===== src/rtl/fp_pkg.sv =====
// fp_pkg: shared FP32 field constants, format/rounding codes, FSM states and saturation helpers
package fp_pkg;
  localparam int FP_EXP_W  = 8;
  localparam int FP_FRAC_W = 23;
  localparam int FP_BIAS   = 127;
  typedef enum logic [1:0] {
    FMT_W  = 2'b00,
    FMT_WU = 2'b01,
    FMT_L  = 2'b10,
    FMT_LU = 2'b11
  } fmt_e;
  localparam logic [2:0] RM_RNE = 3'b000;
  localparam logic [2:0] RM_RTZ = 3'b001;
  localparam logic [2:0] RM_RDN = 3'b010;
  localparam logic [2:0] RM_RUP = 3'b011;
  localparam logic [2:0] RM_RMM = 3'b100;
  localparam logic [63:0] SAT_MAX_W  = 64'h0000_0000_7FFF_FFFF;
  localparam logic [63:0] SAT_MAX_WU = 64'h0000_0000_FFFF_FFFF;
  localparam logic [63:0] SAT_MAX_L  = 64'h7FFF_FFFF_FFFF_FFFF;
  localparam logic [63:0] SAT_MAX_LU = 64'hFFFF_FFFF_FFFF_FFFF;
  localparam logic [63:0] SAT_MIN_W  = 64'h0000_0000_8000_0000;
  localparam logic [63:0] SAT_MIN_L  = 64'h8000_0000_0000_0000;
  localparam logic [63:0] SAT_MIN_U  = 64'h0;
  typedef enum logic [2:0] {
    S_IDLE,
    S_DECODE,
    S_SHIFT,
    S_ROUND,
    S_OUT
  } state_e;
  function automatic logic [63:0] sat_max(input logic [1:0] fmt);
    return fmt == FMT_W ? SAT_MAX_W : fmt == FMT_WU ? SAT_MAX_WU : fmt == FMT_L ? SAT_MAX_L : SAT_MAX_LU;
  endfunction
  function automatic logic [63:0] sat_min(input logic [1:0] fmt);
    return fmt == FMT_W ? SAT_MIN_W : fmt == FMT_L ? SAT_MIN_L : SAT_MIN_U;
  endfunction
  // 32-bit formats are returned sign-extended from bit 31 in the 64-bit register
  function automatic logic [63:0] sext(input logic [1:0] fmt, input logic [63:0] v);
    return fmt[1] ? v : {{32{v[31]}}, v[31:0]};
  endfunction
endpackage


===== src/rtl/fp2int_round.sv =====
// fp2int_round: rounds an aligned magnitude and checks it against the target integer range
//   mag/g/s  : aligned integer magnitude, guard and sticky bits
//   neg      : operand sign
//   rm, fmt  : rounding mode and target format
//   rmag     : rounded magnitude (low 64 bits)
//   range_ok : rounded value representable in fmt
//   nx       : inexact (only with FP2INT_FLAGS_EN)
module fp2int_round import fp_pkg::*; (
  input  logic [63:0] mag,
  input  logic        g,
  input  logic        s,
  input  logic        neg,
  input  logic [2:0]  rm,
  input  logic [1:0]  fmt,
  output logic [63:0] rmag,
  output logic        range_ok
`ifdef FP2INT_FLAGS_EN
  ,
  output logic        nx
`endif
);
  logic inc;
  logic [64:0] sum;
  logic [64:0] lim;
  assign inc = rm == RM_RNE ? g & (s | mag[0]) :
               rm == RM_RDN ? neg & (g | s) :
               rm == RM_RUP ? !neg & (g | s) :
               rm == RM_RMM ? g : 1'b0;
  assign sum = {1'b0, mag} + 65'(inc);
  // signed formats allow one extra step of magnitude on the negative side
  assign lim = fmt[0] ? (neg ? 65'd0 : fmt[1] ? {1'b0, {64{1'b1}}} : 65'h0_FFFF_FFFF) :
               (fmt[1] ? 65'h1 << 63 : 65'h1 << 31) - 65'(!neg);
  assign range_ok = sum <= lim;
  assign rmag = sum[63:0];
`ifdef FP2INT_FLAGS_EN
  assign nx = g | s;
`endif
endmodule


===== src/rtl/fp_to_int_iter.sv =====
// fp_to_int_iter: multi-cycle FP32 -> s32/u32/s64/u64 converter with an iterative alignment shifter
//   clk, rst_n          : clock, asynchronous active-low reset
//   in_valid/in_ready   : operand handshake; in_data (binary32), in_fmt, in_rm
//   out_valid/out_ready : result handshake; out_data (64-bit, 32-bit formats sign-extended)
//   out_nv/out_nx       : invalid/inexact flags, present only when FP2INT_FLAGS_EN is defined
module fp_to_int_iter import fp_pkg::*; #(
  parameter int SHIFT_STEP = 8
) (
  input  logic        clk,
  input  logic        rst_n,
  input  logic        in_valid,
  output logic        in_ready,
  input  logic [31:0] in_data,
  input  logic [1:0]  in_fmt,
  input  logic [2:0]  in_rm,
  output logic        out_valid,
  input  logic        out_ready,
  output logic [63:0] out_data
`ifdef FP2INT_FLAGS_EN
  ,
  output logic        out_nv,
  output logic        out_nx
`endif
);
  localparam logic [6:0] STEP = 7'(SHIFT_STEP);
  state_e state;
  logic [31:0] data_q;
  logic [1:0] fmt_q;
  logic [2:0] rm_q;
  logic [63:0] mag;
  logic g, s, left;
  logic [6:0] rem;
  logic [7:0] ex;
  logic [22:0] fr;
  logic neg, nan, ovf;
  logic signed [9:0] e, nd;
  logic [6:0] shamt, n;
  logic [63:0] gbit, rmag, res, sat;
  logic range_ok;
`ifdef FP2INT_FLAGS_EN
  logic rnd_nx;
`endif
  assign ex = data_q[30:23];
  assign fr = data_q[22:0];
  assign neg = data_q[31];
  assign e = ex == 8'd0 ? -10'sd126 : $signed({2'b00, ex}) - 10'sd127;
  assign nan = ex == 8'hFF && fr != 23'd0;
  // any L value with e==63 overflows except exactly -2^63, so catch it before shifting
  assign ovf = ex == 8'hFF || e >= 10'sd64 ||
               (fmt_q == FMT_L && e == 10'sd63 && !(neg && fr == 23'd0));
  assign nd = 10'sd23 - e;
  // right shifts cap at 26: beyond that everything is already sticky and guard is zero
  assign shamt = e >= 10'sd23 ? 7'(e - 10'sd23) : nd > 10'sd26 ? 7'd26 : 7'(nd);
  assign n = rem > STEP ? STEP : rem;
  assign gbit = 64'd1 << (n - 7'd1);
  assign sat = sext(fmt_q, (nan || !neg) ? sat_max(fmt_q) : sat_min(fmt_q));
  assign res = neg ? -rmag : rmag;
  fp2int_round u_round (
    .mag      (mag),
    .g        (g),
    .s        (s),
    .neg      (neg),
    .rm       (rm_q),
    .fmt      (fmt_q),
    .rmag     (rmag),
    .range_ok (range_ok)
`ifdef FP2INT_FLAGS_EN
    ,
    .nx       (rnd_nx)
`endif
  );
  always_ff @(posedge clk or negedge rst_n) begin
    if (!rst_n) begin
      state     <= S_IDLE;
      in_ready  <= 1'b1;
      out_valid <= 1'b0;
      out_data  <= 64'd0;
      data_q    <= 32'd0;
      fmt_q     <= 2'd0;
      rm_q      <= 3'd0;
      mag       <= 64'd0;
      g         <= 1'b0;
      s         <= 1'b0;
      left      <= 1'b0;
      rem       <= 7'd0;
`ifdef FP2INT_FLAGS_EN
      out_nv    <= 1'b0;
      out_nx    <= 1'b0;
`endif
    end else begin
      case (state)
        S_IDLE: if (in_valid) begin
          data_q   <= in_data;
          fmt_q    <= in_fmt;
          rm_q     <= in_rm;
          in_ready <= 1'b0;
          state    <= S_DECODE;
        end
        S_DECODE: if (ovf) begin
          out_data  <= sat;
          out_valid <= 1'b1;
          state     <= S_OUT;
`ifdef FP2INT_FLAGS_EN
          out_nv    <= 1'b1;
          out_nx    <= 1'b0;
`endif
        end else begin
          mag   <= {40'd0, ex != 8'd0, fr};
          g     <= 1'b0;
          s     <= 1'b0;
          left  <= e >= 10'sd23;
          rem   <= shamt;
          state <= shamt == 7'd0 ? S_ROUND : S_SHIFT;
        end
        S_SHIFT: begin
          mag <= left ? mag << n : mag >> n;
          // on right shifts the last bit out becomes guard; earlier guard folds into sticky
          if (!left) begin
            g <= |(mag & gbit);
            s <= s | g | |(mag & (gbit - 64'd1));
          end
          rem <= rem - n;
          if (rem == n) state <= S_ROUND;
        end
        S_ROUND: begin
          out_data  <= range_ok ? sext(fmt_q, res) : sat;
          out_valid <= 1'b1;
          state     <= S_OUT;
`ifdef FP2INT_FLAGS_EN
          out_nv    <= !range_ok;
          out_nx    <= range_ok & rnd_nx;
`endif
        end
        S_OUT: if (out_ready) begin
          out_valid <= 1'b0;
          in_ready  <= 1'b1;
          state     <= S_IDLE;
        end
        default: begin
          state    <= S_IDLE;
          in_ready <= 1'b1;
        end
      endcase
    end
  end
endmodule


===== config.mk =====
export PLATFORM = sky130hd
export DESIGN_NAME = fp_to_int_iter
export DESIGN_NICKNAME = d
export VERILOG_FILES = /design/src/rtl/fp_pkg.sv /design/src/rtl/fp2int_round.sv /design/src/rtl/fp_to_int_iter.sv
export SDC_FILE = /design/constraint.sdc
export NUM_CORES = 1
export LEC_CHECK = 0
export BUFFER_PORTS_ARGS = -buffer_cell sky130_fd_sc_hd__buf_4
export CELL_PAD_IN_SITES_DETAIL_PLACEMENT = 0
export CELL_PAD_IN_SITES_GLOBAL_PLACEMENT = 1
export CORE_MARGIN = 10
export CORE_UTILIZATION = 35
export DETAILED_ROUTE_END_ITERATION = 12
export PLACE_DENSITY_LB_ADDON = 0.1
export REMOVE_ABC_BUFFERS = 1
export SYNTH_ARGS = -nofsm -noshare
export SYNTH_HDL_FRONTEND = slang
export SYNTH_SLANG_ARGS = --single-unit

===== constraint.sdc =====
create_clock -name clk -period 17.6 [get_ports clk]
set_input_delay 1.76 -clock clk [delete_from_list [all_inputs] [get_ports clk]]
set_output_delay 1.76 -clock clk [all_outputs]
set_load 0.01 [all_outputs]

== After elaboration in Yosys (flattened, before gate mapping) ==
Index checks and enable logic that the tools add are counted.
W data, S select, Z words.
Storage, ports and cells
  flip-flop bits (word level): 180
  bits of input ports: 41
  output and inout port bits: 66
  word-level logic and storage cells: 134
Cells by class
  add/subtract/negate cells: 9
  order comparisons: 5
  equality and inequality tests: 18
  shift operators: 3
  multiplexer cells: 46
  bitwise operators: 10
  reduce and logical (&&, ||, !) cells: 31
Operators by type and width (number)
  $mux W64: 15
  $pmux W64 S2: 2
  $mux W65: 2
  $and A64 B64 Y64: 2
  $reduce_or A64 Y1: 2
  $add A64 B1 Y65: 1
  $le A65 B65 Y1: 1
  $sub A65 B1 Y65: 1
  $neg A64 Y64: 1
  $shl A1 B7 Y64 const A: 1
  $shl A64 B7 Y64: 1
  $shr A64 B7 Y64: 1
  $sub A64 B1 Y64 const B: 1
  $mux W7: 4
  $logic_not A23 Y1: 1
  $reduce_bool A23 Y1: 1
  $pmux W3 S5: 1
  $pmux W7 S2: 1
  $eq A3 B2 Y1 const B: 4
  $mux W1: 12
  $mux W3: 4
  $ne A2 B2 Y1 const B: 6
  $reduce_and A3 Y1: 4
  $eq A10 B7 Y1 const B: 1
  other kinds (33): 52

== Depth between registers and ports, before layout ==
  word-level depth: 11
  depth in mapped cells: 29
  gate-level depth less buffers: 24

== Hierarchy ==
A second synthesis with hierarchy kept.
Second synthesis, totals
  cells, all modules: 2319
  area total of the unflattened synthesis: 18448.9 µm²
By module, submodules not included
  fp_to_int_iter: times used 1, cells an instance 1925, area each 15553.7 µm², sequential area each 4505.6 µm²
  fp2int_round: times used 1, cells an instance 394, area each 2895.3 µm², sequential area each 0.0 µm²

== Worst setup path after synthesis ==
OpenSTA, ideal clock, no wires.
  path kind: register to register
  start: register data_q[31]
  end: register out_data[60]
  library setup time: 150 ps
  arrival: 6787 ps
  data required time: 17450 ps
  slack: 10663 ps
  stages on the path, launching flop included: 30
  path buffers: 5
  period minus slack after synthesis: 6937 ps
  path through: dfrtp_1 > clkbuf_1 > inv_1 > mux2_2 > o32a_1 > nor2_1 > ha_1 > ha_1 > buf_2 > nand4_2 > or4_4 > buf_6 > nor4_4 > nand4_1 > nor2_1 > xnor2_1 > inv_1 > ha_1 > a211oi_1 > o21ai_0 > a311o_1 > a41o_1 > a211oi_1 > o21ai_0 > a21oi_1 > clkbuf_1 > nor3_1 > a21oi_1 > clkbuf_1 > o2111ai_1
Between the ends
  cells in the longest elaborated chain, start to end: 11
  elaborated cells on any way between the ends: 26
  those cells by class: add/sub (3); order compare (1); eq/ne (1); mux (12); bitwise (2); reduce/logical (7)
RTL lines
  from (decl): line fp_to_int_iter.sv:27  | logic [31:0] data_q;
  from (signal assigned): line fp_to_int_iter.sv:93  | data_q <= in_data;
  $logic_not A1 Y1: line fp2int_round.sv:27, fp2int_round.sv:32, fp_to_int_iter.sv:56
  $and A1 B1 Y1: line fp2int_round.sv:27  | rm == RM_RUP ? !neg & (g | s) :
  $mux W1: line fp2int_round.sv:27
  $mux W1: line fp2int_round.sv:26  | rm == RM_RDN ? neg & (g | s) :
  $mux W1: line fp2int_round.sv:25  | assign inc = rm == RM_RNE ? g & (s | mag[0]) :
  $add A64 B1 Y65: line fp2int_round.sv:29  | assign sum = {1'b0, mag} + 65'(inc);
  $neg A64 Y64: line fp_to_int_iter.sv:57  | assign res = neg ? -rmag : rmag;
  $mux W64: line fp_to_int_iter.sv:57
  $mux W64: line fp_pkg.sv:39  | return fmt[1] ? v : {{32{v[31]}}, v[31:0]};
  $mux W64: line fp_to_int_iter.sv:126  | out_data <= range_ok ? sext(fmt_q, res) : sat;
  $pmux W64 S2: line fp_to_int_iter.sv:91  | case (state)
  to (signal assigned): line fp_to_int_iter.sv:100  | out_data <= sat;
  to (signal assigned): line fp_to_int_iter.sv:126
  to (decl): line fp_to_int_iter.sv:18  | output logic [63:0] out_data
Parallel ways exist; a longest one is shown, timed or not. The select of a mux whose other input is x is not followed.
A chain may end at the register's enable or synchronous reset.

== Final worst setup path ==
Ends and elaborated chain as after synthesis.

==> summary.md <==
| Metric | Value |
|---|---|
| Status | completed |
| Setup bufs post-CTS | 0 |
| Cell Area, Placed | 20000 sq um |
| Vias | approximately 19k |
| Total global-route track usage | 23.0% |
| Initial antenna violation count | 0 |
| Hold Crit Class | reg -> reg |
| Port bufs | 106 |
| DR vias/cell | 6.10 |
| CP Class | reg -> reg |
| Final nets | 2520 |
| Hold WS | 0.510 ns |
| Layout cells sized above 1 | about 15% |
| Worst setup SP type | register |
| Hold path depth | 2 |
| Crit path required time | 17.96 ns |
| Cell row count | 84 |
| Max H-tree Level | 4 |
| FF-to-FF End | out_data[60] |
| Sequential fraction of the synthesis area | 23.9% |
| Register bit total from synthesis | 180 |
| Cts repair resizes | 0 |
| TritonRoute pass-1 iters | 5 |
| Post-synth ARST share | 100% |
| Post-synth EDFFs | 0 |
| Worst Path Max Fanout | 50 |
| Vias in the first global route | 18.7k |
| Num Clock Sinks | 180 |
| Most common cell in the netlist | nand2_1 |
| Core footprint | between 50000 and 60000 sq um |
| First-iteration detailed-routing DRC count | 1444 |
| Die Height | 252 um |
| Hold Vio Cnt, Final | 0 |
| Critical Path AT | 7.84 ns |
| PwrDens | 204 nW/um^2 |
| Placed Cells incl. Taps | approximately 3.1k |
| Reg-to-reg setup timing slack | 10.13 ns |
| Worst path most repeated cell | ha_1 |
| Clock skew | 0.0227 ns |
| Largest net degree at the start of global routing | 67 |
| RSZ-0062 raised after global routing | no |
| Initial core utilization | 35.6% |
| DP HPWL | 54.0 mm |
| Die area | 63500 sq um |
| Clk_lat worst skew | 0.52 ns |
| Worst r2r path cells | 26 |
| Num CTS Buffers | 17 |
| Mapped Cells | 2453 |
| Final number of setup-violating endpoints | 0 |
| Post-Route WL | 74.3 mm |
| Fin crit period | 7.47 ns |
| Final Cell Area | 20700 sq um |
| Synth-to-layout area growth | 9.72% |
| Post-synthesis cell area | 18800 sq um |
| IO Count | 107 |
| Crit-path max cell delay | 0.79 ns |
| Worst-path clk slew | 0.07 ns |
| Most frequent cells after synthesis | nand2_1 (323), nor2_1 (240), clkbuf_1 (179), dfrtp_1 (179), o21ai_0 (136) |
| Worst Hold Launch | out_data[49] |
| Antenna viol nets, final | 0 |
| Synth top area share | 23.8% |
| Buffer type at the clock tree root | clkbuf_16 |
| Max Cap Viol | 0 |
| Total gr overflow | 0 |
| Total power | roughly 4.2 mW |
| Slew margin rel. | approximately 14% |
| RePlAce Congestion | between 0.9 and 1 |
| Max VDD drop | 117 uV |
| Warnings, synthesis | 0 |
| Worst Hold End | out_data[49] |
| Mean post-synth cell area | 7.68 sq um |
| Fmax | 134 MHz |
| Count of cell types in the netlist | 86 |
| Setup TNS | 0 ns |
| Crit path max-delay cell type | dfrtp_4 |
| Top cells by area in the synthesized netlist | dfrtp_1 (24%), mux2_2 (7.1%), nand2_1 (6.4%) |
| CP delay by family, top | compound AO/OA/AOI/OAI gates |
| Clock Tree Buf Depth | 2 |
| Post-CTS Hold Buffers | 0 |
| Post-route DRC | 0 |
| First-pass GRT wire length | 115 mm |
| Slew Limit Fails | 0 |
| Post-synth top flop | dfrtp_1 |
| Wirelength per Cell | 24.0 um |
| # fillers | 5579 |
| CTS tree | built |
| Worst setup EP type | register |
| Synth area leader | dfrtp_1 |
| Worst R2R Start | data_q[31] |
| Crit path buf inv count | 4 |
| Least-Margin Pin Slew | 1.29 ns |
| Leakage | 8.56 nW |
| Diode count | 0 |
| Final Non-Filler Cells | 3101 |
| Final Cycle Share | a little over two fifths |
| Die Span X | 252 um |
==> final cells by class <==
class	count	area, sq um	area share, %
multi-input combinational	1997	13300	64.5
sequential	180	4510	21.8
timing repair buffer	154	1160	5.62
tap	688	861	4.17
clock buffer	19	443	2.14
inverter	50	188	0.908
clock inverter	13	181	0.878
==> report_power, final <==
part / leakage (nW) / switching, mW / internal (mW)
clock: 0.304 / 0.211 / 0.232
sequential: 2.19 / 0.378 / 0.615
combinational: 6.07 / 1.68 / 1.09
total: 8.56 / 2.27 / 1.94
==> tightest hold or removal path: stages, from the launching register on <==
cell and delay (ns):
dfrtp_1 0.34, nand2_1 0.05, o211ai_1 0.08
==> sequential cells by signal (all words and copies together), names as in the netlist, 2 cells and up <==
name      cells
fmt_q         2
state         3
rem           7
data_q       32
out_data     64
mag          64
rm_q          3
==> routing by layer <==
layer | GRT usage, % | part of all wire, % | vias to the layer above
li1 | - | - | 8941
met5 | 0 | 0 | -
met2 | 36.3 | 45 | 612
met4 | 9.85 | 3.6 | 0
met3 | 4.26 | 5.6 | 116
met1 | 30.3 | 46 | 9259
==> layout by cell type, fill, tap and decap left out, types with 11 or more instances in the layout <==
cell type and count:
a31oi_1 24, or3_1 13, dfrtp_1 176, o21ai_0 136, a21oi_1 126, nor2_1 235, and2_1 15, clkbuf_16 17
inv_1 48, o211ai_1 78, nand2_1 318, a211oi_1 35, and4_1 15, o31ai_1 31, mux2_2 119, a21o_1 13
nand4_1 46, o41ai_1 11, xor2_1 46, nand2b_1 12, xnor2_1 86, nor4_1 47, nand3_1 87, and3_1 26
mux2i_1 106, nor3_1 62, buf_4 153, a221o_1 42, ha_1 79
==> how the worst max path moves through the flow <==
stage | start | to | slack (ns) | cells after the start
2_1_floorplan | data_q[31] | out_data[60] | 7.57 | 24
3_3_place_gp | data_q[31] | out_data[60] | 10.27 | 26
3_5_place_dp | data_q[31] | out_data[62] | 10.12 | 26
4_1_cts | data_q[31] | out_data[60] | 10.11 | 26
5_1_grt | data_q[31] | out_data[34] | 9.55 | 26
6_report | data_q[31] | out_data[60] | 10.13 | 26
==> stage by stage <==
step                      setup WS (ns)  utilization (%)
after detailed placement          10.12             37.8
after floorplan                    7.57                -
after CTS                         10.11             39.0
after global routing               9.55             39.0
final                             10.13             39.0
after global placement            10.27             37.8
==> logic make-up after synthesis <==
logic type | Yosys count | share of synthesized area (%)
mux | 225 | 12.7
buf+inv | 276 | 5.77
flops | 180 | 23.9
compound gates | 613 | 22.2
fa+ha+maj | 79 | 5.25
simple gates | 947 | 24.0
other cells | 1 | 0.0199
xor+xnor | 132 | 6.14
(Power assumes the default switching activity.)
